**src/rtl/alarm_controller.sv**
```systemverilog
// alarm_controller: alarm time storage, set-mode editing, and ring/snooze/auto-stop sequencing
module alarm_controller #(
  parameter int RING_SECONDS   = 60,
  parameter int SNOOZE_SECONDS = 300,
  parameter int ALARM_RST_HOUR = 7,
  parameter int ALARM_RST_MIN  = 0
) (
  input  logic       clk,
  input  logic       reset,
  input  logic [7:0] current_hour,
  input  logic [7:0] current_minute,
  input  logic [7:0] current_second,
  input  logic       btn_mode,
  input  logic       btn_inc,
  input  logic       btn_arm,
  input  logic       btn_stop,
  input  logic       btn_snooze,
  output logic [7:0] alarm_hour,
  output logic [7:0] alarm_minute,
  output logic       armed,
  output logic [1:0] edit_mode,
  output logic       ringing,
  output logic       snoozing,
  output logic       buzzer
);
  typedef enum logic [2:0] {IDLE, EDIT_HOUR, EDIT_MIN, RINGING, SNOOZE} state_t;
  localparam logic [7:0]  RING_LAST = 8'(RING_SECONDS - 1);
  localparam logic [15:0] SNZ_LAST  = 16'(SNOOZE_SECONDS - 1);
  state_t      state, state_n;
  logic [7:0]  prev_second, ring_cnt, ring_cnt_n, alarm_hour_n, alarm_minute_n;
  logic [15:0] snz_cnt, snz_cnt_n;
  logic [1:0]  edit_mode_n;
  logic        armed_n, buzzer_n, sec_tick, trigger, in_alarm;
  assign sec_tick = current_second != prev_second;
  assign trigger  = armed && sec_tick && current_second == 8'd0 &&
                    current_hour == alarm_hour && current_minute == alarm_minute;
  assign in_alarm = state == RINGING || state == SNOOZE;
  // state and registered outputs; every output is loaded from its next-value computation
  always_ff @(posedge clk or posedge reset) begin
    if (reset) begin
      state        <= IDLE;
      prev_second  <= 8'd0;
      ring_cnt     <= 8'd0;
      snz_cnt      <= 16'd0;
      alarm_hour   <= 8'(ALARM_RST_HOUR);
      alarm_minute <= 8'(ALARM_RST_MIN);
      armed        <= 1'b0;
      edit_mode    <= 2'd0;
      ringing      <= 1'b0;
      snoozing     <= 1'b0;
      buzzer       <= 1'b0;
    end else begin
      state        <= state_n;
      prev_second  <= current_second;
      ring_cnt     <= ring_cnt_n;
      snz_cnt      <= snz_cnt_n;
      alarm_hour   <= alarm_hour_n;
      alarm_minute <= alarm_minute_n;
      armed        <= armed_n;
      edit_mode    <= edit_mode_n;
      ringing      <= state_n == RINGING;
      snoozing     <= state_n == SNOOZE;
      buzzer       <= buzzer_n;
    end
  end
  // next state; a button that wins priority blocks the lower ones (stop > arm > snooze > trigger > mode)
  always_comb begin
    state_n = state;
    case (state)
      IDLE:      state_n = btn_arm ? IDLE : trigger ? RINGING : btn_mode ? EDIT_HOUR : IDLE;
      EDIT_HOUR: state_n = btn_arm ? EDIT_HOUR : btn_mode ? EDIT_MIN : EDIT_HOUR;
      EDIT_MIN:  state_n = btn_arm ? EDIT_MIN : btn_mode ? IDLE : EDIT_MIN;
      RINGING:   state_n = (btn_stop || btn_arm) ? IDLE : btn_snooze ? SNOOZE :
                           (sec_tick && ring_cnt == RING_LAST) ? IDLE : RINGING;
      SNOOZE:    state_n = (btn_stop || btn_arm) ? IDLE :
                           (sec_tick && snz_cnt == SNZ_LAST) ? RINGING : SNOOZE;
      default:   state_n = IDLE;
    endcase
  end
  // next output values; counters clear whenever their state is (re)entered
  always_comb begin
    alarm_hour_n   = (state == EDIT_HOUR && btn_inc && !btn_arm && !btn_mode) ?
                     (alarm_hour == 8'd23 ? 8'd0 : alarm_hour + 8'd1) : alarm_hour;
    alarm_minute_n = (state == EDIT_MIN && btn_inc && !btn_arm && !btn_mode) ?
                     (alarm_minute == 8'd59 ? 8'd0 : alarm_minute + 8'd1) : alarm_minute;
    armed_n        = (btn_arm && !(in_alarm && btn_stop)) ? (in_alarm ? 1'b0 : ~armed) : armed;
    edit_mode_n    = state_n == EDIT_HOUR ? 2'd1 : state_n == EDIT_MIN ? 2'd2 : 2'd0;
    ring_cnt_n     = (state == RINGING && state_n == RINGING) ? ring_cnt + {7'd0, sec_tick} : 8'd0;
    snz_cnt_n      = (state == SNOOZE && state_n == SNOOZE) ? snz_cnt + {15'd0, sec_tick} : 16'd0;
    buzzer_n       = state_n != RINGING ? 1'b0 : state != RINGING ? 1'b1 : buzzer ^ sec_tick;
  end
endmodule

```
**config.mk**
```make
export PLATFORM = sky130hd
export DESIGN_NAME = alarm_controller
export DESIGN_NICKNAME = d
export VERILOG_FILES = /design/src/rtl/alarm_controller.sv
export SDC_FILE = /design/constraint.sdc
export NUM_CORES = 1
export LEC_CHECK = 0
export BUFFER_PORTS_ARGS = -buffer_cell sky130_fd_sc_hd__buf_2
export CORE_AREA = 4 4 76 78
export DETAILED_ROUTE_END_ITERATION = 12
export DIE_AREA = 0 0 80 82
export PLACE_DENSITY = 0.83
export SYNTH_ARGS = -nofsm -noshare
export SYNTH_HDL_FRONTEND = slang
export SYNTH_SLANG_ARGS = --single-unit
export TNS_END_PERCENT = 20
```
**constraint.sdc**
```tcl
create_clock -name clk -period 5.05 [get_ports clk]
set_clock_uncertainty 0.05 [all_clocks]
set_input_delay 0.7575 -clock clk [delete_from_list [all_inputs] [get_ports clk]]
set_output_delay 0.7575 -clock clk [all_outputs]
set_load 0.005 [all_outputs]
```
==> results.toml, run 1 <==
[setup_path]
ff2ff_path_depth = 10
timing.rr.end = "snz_cnt[10]"
timing.critical_path.from_type = "input pin"
worst_path_max_delay_cell = "nor4_4"
path_buf_inv = 1
crit_family = "simple AND/OR/NAND/NOR gates"
path_cells = "buf_2, xor2_1, nor4_4, nand2_1, ha_1, ha_1, nand2_1, nor2_1, nand4_1, xor2_1, nor2_4"
r2r_slack_ps = 2640
slowest_delay_ps = 350
worstSetupPathType = "input pin to flop"
cp_max_fo = 5
r2r-start = "prev_second[5]"
arrival_ps = 2700
critPathRequiredTime_ps = 5190
endpoint_kind = "flop"

[cells_and_area]
nets = 378
multi_input_area_sq_um = 1470
stdcell_area_sq_um = 3500
area_growth_pct = 16.8
drive_above_1_share_pct = 26.0
nFillCells = 382
diodes = 0
seq_area_sq_um = 1430

[min_path]
hold_start = "armed"
hold_depth = 1
min_to = "armed"
hold_class = "flop to flop"

[pwr]
power_mw = 1.20
p_sw_mw = 0.328
p_leak_nw = 1.59
p_seq_share_pct = 46.3
internal-power_mw = 0.872
ir_drop_v = 0.000244
pwr-share-clk_pct = 38.4
p_per_area_nw_per_um2 = 343
switching_share_pct = 27.4
comb_power_share_pct = 15.3

[synth]
syn-num-nets = 322
syn_inst = 285
yosysMostFrequentCell = "dfrtp_1"
synth_top_area_share_pct = 45.1
synth_seq_cells = 57
synth_commonest_cells = "dfrtp_1 (54), nor2_1 (31), xnor2_1 (30)"
postSynthAreaPerCell_sq_um = 10.5
synth.largest_area_cell = "dfrtp_1"
synthDistinctLibCells = 43
synthTopCellsByArea = "dfrtp_1 (45%), xnor2_1 (8.8%), xor2_1 (7.0%)"
netlist_area_sq_um = 3000
synth-async-reset-ratio_pct = 100
ys_seq_area_share_pct = 47.7
yosysWarnings = 0
synth_flop_cell = "dfrtp_1"
synth_edf_count = 0

[placed_design]
gp_congestion = 0.812
dpl_cell_area_sq_um = 3290
dpl.hpwl_um = 4310
io_buffers = 52

[clocking]
clock-root-buffer = "clkbuf_8"
cts_hold_buffers = 0
cts_setup_buffers = 0
cts_htree_levels = 3
clkSlewWorstSetupHoldPaths_ps = 60
tritoncts = "built"
cts_num_sinks = 57
clock_path_buffers = 2
clk_latency_ps = 340
cts-resized-gates = 0
cts_buffers = 9

[sta]
timing.fmax_mhz = 391
slew_violations = 0
period_share_pct = 50.6
finalSetupViolCount = 0
slew_headroom_pct = 24.3
fin_setup_tns_ps = 0
tightest_slew_ps = 1140
period_needed_ps = 2560
hold_violations = 0
rsz0062_at_grt = "no"

[global_route]
grt_pass1_vias = 2334
overflow = 0
grt_usage_pct = 21.6
grt_max_degree = 58
antenna_found_initial = 0
grt_pass1_wl_um = 10700

[routing]
via_per_inst = 5.53
routedWlPerCell_um = 14.9
ant_nets = 0
totalWireLength_um = 6200
drc_errors = 0
drt_iter0_drc = 169
drt_first_pass_iters = 4
vias = 2301

[die]
ios = 53
core.rowCount = 26
core-area_sq_um = 5070
dieArea_sq_um = 6560
die_w_um = 80
start_util_pct = 59.0
die_h_um = 82

[run]
drv_cap = 0

[run_status]
outcome = "finished clean"
-- metal layers --
metal  wire length, um  share of wire (%)  global-route usage [%]
met1              2570                 41                    26.0
met2              3100                 50                    35.4
met3               427                6.9                    7.13
met4               101                1.6                    9.12
met5                 0                  0                       0
-- layout make-up --
cell class	count	area share, %
multi-input cells	212	42.1
flip-flops and latches	57	40.9
repair buffers	53	7.66
clock buffers	10	3.65
well taps	70	2.50
clock inverters	6	2.36
inverters	8	0.859
-- cells by family (layout without fill, tap and decap cells) --
kind of cell	count (synthesis)	count (layout)	synth area share, %
simple gates	128	128	24.8
flops	57	57	47.7
xor+xnor	54	54	15.8
compound gates	20	20	4.55
buf+inv	16	77	3.13
fa+ha+maj	6	6	2.51
mux	4	4	1.46
-- cells in the final DEF, fill, tap and decap left out, drive strengths merged, types with 2 or more instances in the layout --
master	Yosys	final
a211oi	2	2
a21oi	5	5
a31oi	3	3
and3	9	9
buf	5	53
bufinv	0	2
clkbuf	3	10
clkinv	0	3
dfrtp	54	54
dfstp	3	3
ha	6	6
inv	8	8
mux2	3	3
nand2	19	19
nand2b	2	2
nand3	18	18
nand4	15	15
nor2	39	39
nor2b	4	4
nor3	6	6
nor4	6	6
o21ai	6	6
xnor2	30	30
xor2	24	24
-- power groups by stage --
stage                     Combinational, mW  Clock (mW)  Sequential, mW
after CTS                             0.187       0.471           0.556
after global routing                  0.210       0.490           0.562
after floorplan                       0.124           0           0.551
after global placement                0.180           0           0.562
after detailed placement              0.187           0           0.563
final                                 0.184       0.461           0.556
-- worst max-delay path by stage --
stage                      start     endpoint  slack, ps  cells past startpoint
6_report       current_second[1]  snz_cnt[10]       2490                     11
5_1_grt        current_second[1]  snz_cnt[12]       2320                     11
4_1_cts        current_second[1]  snz_cnt[10]       2500                     11
3_5_place_dp   current_second[1]  snz_cnt[10]       2170                     11
3_3_place_gp   current_second[1]  snz_cnt[10]       2230                     11
2_1_floorplan  current_second[1]  snz_cnt[10]       2490                     10
-- metrics by stage --
stage                     util, %  hold slack, ps  setup WS (ps)  cells
after global routing         68.9             479           2320    416
after global placement       64.8             455           2230    400
after CTS                    68.9             470           2500    416
after detailed placement     64.8             459           2170    400
final                        68.9             467           2490    416
after floorplan                 -             418           2490    285
-- sequential cells by signal, indices dropped and copies added (netlist names) --
signal	flops
snz_cnt	16
alarm_hour	8
alarm_minute	8
prev_second	8
ring_cnt	8
state	3
edit_mode	2
armed	1
buzzer	1
ringing	1
snoozing	1
No activity file was read; power rests on OpenSTA's default activity.
==> run 2: changes to the inputs <==
- ABC_AREA: not set -> 1
- CORE_AREA: 4 4 76 78 -> 4 4 86 88
- DIE_AREA: 0 0 80 82 -> 0 0 90 92
- PLACE_DENSITY: 0.83 -> 0.74
- clock period: 5.05 -> 2.35 ns (I/O delays scaled with it)
==> results.toml, run 2 <==
[clocking]
clock_path_buffers = 2
clock-root-buffer = "clkbuf_8"
clkSlewWorstSetupHoldPaths_ps = 70
cts-resized-gates = 0
tritoncts = "built"
cts_num_sinks = 57
cts_hold_buffers = 1
clk_latency_ps = 340
cts_htree_levels = 3
cts_buffers = 9
cts_setup_buffers = 0

[cells_and_area]
finish.utilization_pct = 57.9
largest_reg_flops = 16
diodes = 0
nets = 530
drive_above_1_share_pct = 22.9
most-common-layout-cells = "nand2_1 (111), inv_1 (62), nor2_1 (59)"
final_common_cell = "nand2_1"
regMostFlops = "snz_cnt"
area_growth_pct = 17.8

[synth]
synth.largest_area_cell = "dfrtp_1"
syn-num-nets = 465
synth_top_area_share_pct = 41.3
synth_xor_area_share_pct = 6.16
synth_edf_count = 0
netlist_area_sq_um = 3270
synthSimpleGateAreaFrac_pct = 35.5
synthTopCellsByArea = "dfrtp_1 (41%), nand2_1 (13%), inv_1 (7.2%)"
synthAdderAreaFrac_pct = 2.30
syn_inst = 428
synth_seq_cells = 57
yosysMostFrequentCell = "nand2_1"
synthMuxAreaShare_pct = 0
synthDistinctLibCells = 33
postSynthAreaPerCell_sq_um = 7.64
ys_seq_area_share_pct = 43.8
synth_commonest_cells = "nand2_1 (111), inv_1 (63), nor2_1 (59)"
synth_flop_cell = "dfrtp_1"
yosysWarnings = 0
synth_top_family_by_area = "simple AND/OR/NAND/NOR gates"
synth-async-reset-ratio_pct = 100
synth_compound_area_share_pct = 3.14

[routing]
ant_nets = 0
routedWlPerCell_um = 11.9
vias = 2811
drt_iter0_drc = 134
via_per_inst = 4.86
drt_first_pass_iters = 5
totalWireLength_um = 6900
drc_errors = 0

[sta]
timing.fmax_mhz = 492
finalSetupViolCount = 0
rsz0062_at_grt = "no"
period_share_pct = 86.6
fin_setup_tns_ps = 0
period_needed_ps = 2030
hold_violations = 0
slew_violations = 0
setup_slack_ps = 316
slew_headroom_pct = 66.0
tightest_slew_ps = 509

[setup_path]
critPathRequiredTime_ps = 2510
slowest_delay_ps = 380
worstSetupPathType = "flop to flop"
worst_path_max_delay_cell = "dfrtp_1"
crit_family = "simple AND/OR/NAND/NOR gates"
arrival_ps = 2200
endpoint_kind = "flop"
critical_path.most_common_cell = "nand2_1"
timing.critical_path.from_type = "flop"
cp_max_fo = 4
path_cells = "inv_1, nand2_1, nand2_1, nand3_1, nor2_2, nand2_2, ha_1, ha_1, nand2_1, nor2_4, inv_2, nor2_4, nand2_2, nor4_4, xnor2_1, nor2_2"
path_buf_inv = 2

[pwr]
p_per_area_nw_per_um2 = 722
p_leak_nw = 2.02
pwr-share-clk_pct = 33.1
internal-power_mw = 1.86
p_seq_share_pct = 45.8
comb_power_share_pct = 21.0
ir_drop_v = 0.000551
p_sw_mw = 0.921
power_mw = 2.78
switching_share_pct = 33.1

[global_route]
grt_usage_pct = 18.0
grt_pass1_vias = 2710
grt_max_degree = 36
grt_pass1_wl_um = 12000
overflow = 0
antenna_found_initial = 0

[placed_design]
io_buffers = 52
gp_congestion = 0.886
place_ws_ps = 191
dpl.hpwl_um = 5270

[run_status]
outcome = "finished clean"

[run]
drv_cap = 0

[die]
dieArea_sq_um = 8280
core.rowCount = 30
core-area_sq_um = 6640
die_h_um = 92
start_util_pct = 49.2
ios = 53
die_w_um = 90

[min_path]
hold_class = "input pin to flop"
==> run 2: cell types whose count changed after synthesis, sizes merged, moves of 8 or more <==
cell	delta
xor2	-8
nor2	+30
xnor2	-23
nor3	+11
nand2	+102
and3	-9
inv	+68
==> run 2: kinds of logic (layout without fill, tap and decap cells) <==
family | after synthesis | count (layout)
simple gates | 246 | 246
buf+inv | 78 | 148
flops | 57 | 57
xor+xnor | 23 | 23
compound gates | 18 | 18
fa+ha+maj | 6 | 6
==> run 2: power groups by stage <==
| stage | registers, mW | logic (mW) | clock network [mW] |
|---|---|---|---|
| floorplan | 1.27 | 0.364 | 0 |
| global placement | 1.29 | 0.574 | 0 |
| detailed placement | 1.29 | 0.592 | 0 |
| CTS | 1.27 | 0.596 | 0.946 |
| global route | 1.30 | 0.686 | 0.990 |
| finish | 1.27 | 0.584 | 0.922 |
==> run 2: layout make-up <==
cell class	instances	area, sq um
fillers	616	2790
multi-input cells	293	1540
flip-flops and latches	57	1430
repair buffers	55	298
inverters	77	289
clock buffers	10	128
well taps	80	100
clock inverters	6	67.6
==> run 2: worst reg2reg max path, cell delays in order (launching register included) <==
cell	delay (ps)
dfrtp_1	380
inv_1	60
nand2_1	40
nand2_1	50
nand3_1	70
nor2_2	150
nand2_2	80
ha_1	200
ha_1	190
nand2_1	120
nor2_4	60
inv_2	80
nor2_4	40
nand2_2	90
nor4_4	40
xnor2_1	160
nor2_2	40
==> run 2: stage by stage <==
| step | std cells | instance area [sq um] | hold slack (ps) |
|---|---|---|---|
| 2_1_floorplan | 428 | 3270 | 334 |
| 3_3_place_gp | 561 | 3640 | 361 |
| 3_5_place_dp | 561 | 3640 | 371 |
| 4_1_cts | 578 | 3850 | 81.2 |
| 5_1_grt | 578 | 3850 | 80.5 |
| 6_report | 578 | 3850 | 95.2 |
==> run 2: final timing paths <==
path / from / to / slack (ps) / depth (start not counted)
max in group asynchronous: reset / prev_second[2] / 1150 / 4
hold / removal: current_second[4] / prev_second[4] / 100 / 1
setup / recovery: prev_second[5] / snz_cnt[14] / 320 / 16
hold reg to reg: alarm_minute[7] / alarm_minute[7] / 460 / 1
min in group asynchronous: reset / alarm_minute[6] / 540 / 3
setup reg to reg: prev_second[5] / snz_cnt[14] / 320 / 16
==> run 2: per-layer routing <==
metal	GRT usage [%]	vias to the layer above	part of all wire, %
li1	-	1452	-
met4	6.89	0	1.6
met2	30.9	53	50
met5	0	-	0
met3	4.10	10	3.6
met1	22.0	1296	44
==> run 3: changes to the inputs <==
--- a/config.mk
+++ b/config.mk
@@ -9,6 +9,8 @@
 export BUFFER_PORTS_ARGS = -buffer_cell sky130_fd_sc_hd__buf_2
-export CORE_AREA = 4 4 86 88
+export CELL_PAD_IN_SITES_DETAIL_PLACEMENT = 0
+export CELL_PAD_IN_SITES_GLOBAL_PLACEMENT = 1
+export CORE_AREA = 4 4 99 101
 export DETAILED_ROUTE_END_ITERATION = 12
-export DIE_AREA = 0 0 90 92
-export PLACE_DENSITY = 0.74
+export DIE_AREA = 0 0 103 105
+export PLACE_DENSITY_LB_ADDON = 0.1
 export SYNTH_ARGS = -nofsm -noshare
--- a/constraint.sdc
+++ b/constraint.sdc
@@ -4,2 +4,2 @@
 set_output_delay 0.3525 -clock clk [all_outputs]
-set_load 0.005 [all_outputs]
+set_load 0.02 [all_outputs]
==> results.toml, run 3 (synthesis gave the netlist of run 2 again) <==
[sta]
timing.fmax_mhz = 485
period_needed_ps = 2060
fin_setup_tns_ps = 0
tightest_slew_ps = 557
hold_violations = 0
period_share_pct = 87.8
fin_hold_ws_ps = 16.7
rsz0062_at_grt = "no"
finalSetupViolCount = 0
setup_slack_ps = 286
slew_headroom_pct = 62.8
slew_violations = 0

[die]
die_h_um = 105
ios = 53
core.rowCount = 35
dieArea_sq_um = 10800
die_w_um = 103
start_util_pct = 36.2
core-area_sq_um = 9020

[cells_and_area]
diodes = 0
nets = 529
most-common-layout-cells = "nand2_1 (111), inv_1 (62), nor2_1 (59)"
area_growth_pct = 19.4
largest_reg_flops = 16
drive_above_1_share_pct = 23.0
regMostFlops = "snz_cnt"
stdcell_area_sq_um = 3900
final_common_cell = "nand2_1"

[setup_path]
slowest_delay_ps = 390
path_cells = "inv_1, nand2_1, nand2_1, nand2_1, nor2_2, nand2_2, ha_1, ha_1, nand2_1, nor2_4, inv_2, nor2_4, nand2_2, nor4_4, xnor2_1, nor2_2"
cp_max_fo = 4
arrival_ps = 2230
critPathRequiredTime_ps = 2520
ff2ff_path_depth = 16
endpoint_kind = "flop"
worstSetupPathType = "flop to flop"
worst_path_max_delay_cell = "dfrtp_1"
timing.critical_path.from_type = "flop"
critical_path.most_common_cell = "nand2_1"

[global_route]
grt_usage_pct = 14.9
grt_pass1_vias = 2793
use_met1_pct = 19.2
grt_pass1_wl_um = 12600
antenna_found_initial = 0
grt_max_degree = 35
grt.busiest_layer = "met2"
grt_use_met2_pct = 23.6
overflow = 0
met3_usage_pct = 3.07

[routing]
drt_iter0_drc = 70
routedWlPerCell_um = 12.0
drc_errors = 0
ant_nets = 0
totalWireLength_um = 7290
drt_first_pass_iters = 4
vias = 2750
via_per_inst = 4.53

[clocking]
cts_buffers = 9
cts_num_sinks = 57
clkSlewWorstSetupHoldPaths_ps = 70
cts_setup_buffers = 0
cts_hold_buffers = 0
clk_latency_ps = 340
tritoncts = "built"
clock_path_buffers = 2
clock-root-buffer = "clkbuf_8"
cts_htree_levels = 3
cts-resized-gates = 0

[placed_design]
dpl_cell_area_sq_um = 3680
dpl.hpwl_um = 5580
gp_congestion = 0.793
place_ws_ps = 181
io_buffers = 52

[run]
drv_cap = 0

[pwr]
ir_drop_v = 0.000546
p_leak_nw = 2.03
p_per_area_nw_per_um2 = 773
power_mw = 3.02

[run_status]
outcome = "finished clean"

[min_path]
hold_class = "input pin to asynchronous set/reset pin"
## run 3: cell types whose count changed in the layout (fill, tap and decap cells not counted), sizes merged
cell,before,now
bufinv,1,2
inv,77,76
clkinv,3,2
dlygate4sd3,1,0
## run 3: worst paths after layout
kind	slack (ps)	to	from
worst max-delay path	290	snz_cnt[14]	prev_second[1]
worst min-delay path	20	alarm_hour[5]	reset
worst max register to register	290	snz_cnt[14]	prev_second[1]
worst min register to register	440	alarm_minute[7]	alarm_minute[7]
max in group asynchronous	1670	snz_cnt[2]	reset
min in group clk	100	prev_second[4]	current_second[4]
## run 3: metrics by stage
step                      util, %  instances
after floorplan                 -        428
final                        43.2        607
after detailed placement     40.8        592
after global routing         43.2        607
after CTS                    43.2        607
after global placement       40.8        592
## run 3: cell type report
cell class	instances	area, sq um
sequential	57	1430
timing repair buffer	54	288
clock inverter	5	80.1
fill	966	5120
multi-input combinational	293	1540
clock buffer	10	138
tap	111	139
inverter	77	289
## run 3: power by group
part           switching (mW)  total [mW]  internal [mW]
logic                   0.453       0.702          0.249
clock network           0.411        1.03          0.618
registers               0.165        1.28           1.12
total                    1.03        3.02           1.99
## run 3: per-layer routing
| layer | up-vias | wire length, um |
|---|---|---|
| met4 | 0 | 226 |
| met3 | 18 | 256 |
| met2 | 47 | 3370 |
| met1 | 1234 | 3440 |
| li1 | 1451 | - |
| met5 | - | 0 |
## run 3: worst max-delay path: cells and delay by family (launching register included)
kind                       cells  cell delay, ps
and+or+nand+nor               11             800
adders and majority gates      2             410
DFF                            1             390
xor gates and xnor gates       1             160
buffers and inverters          2             130
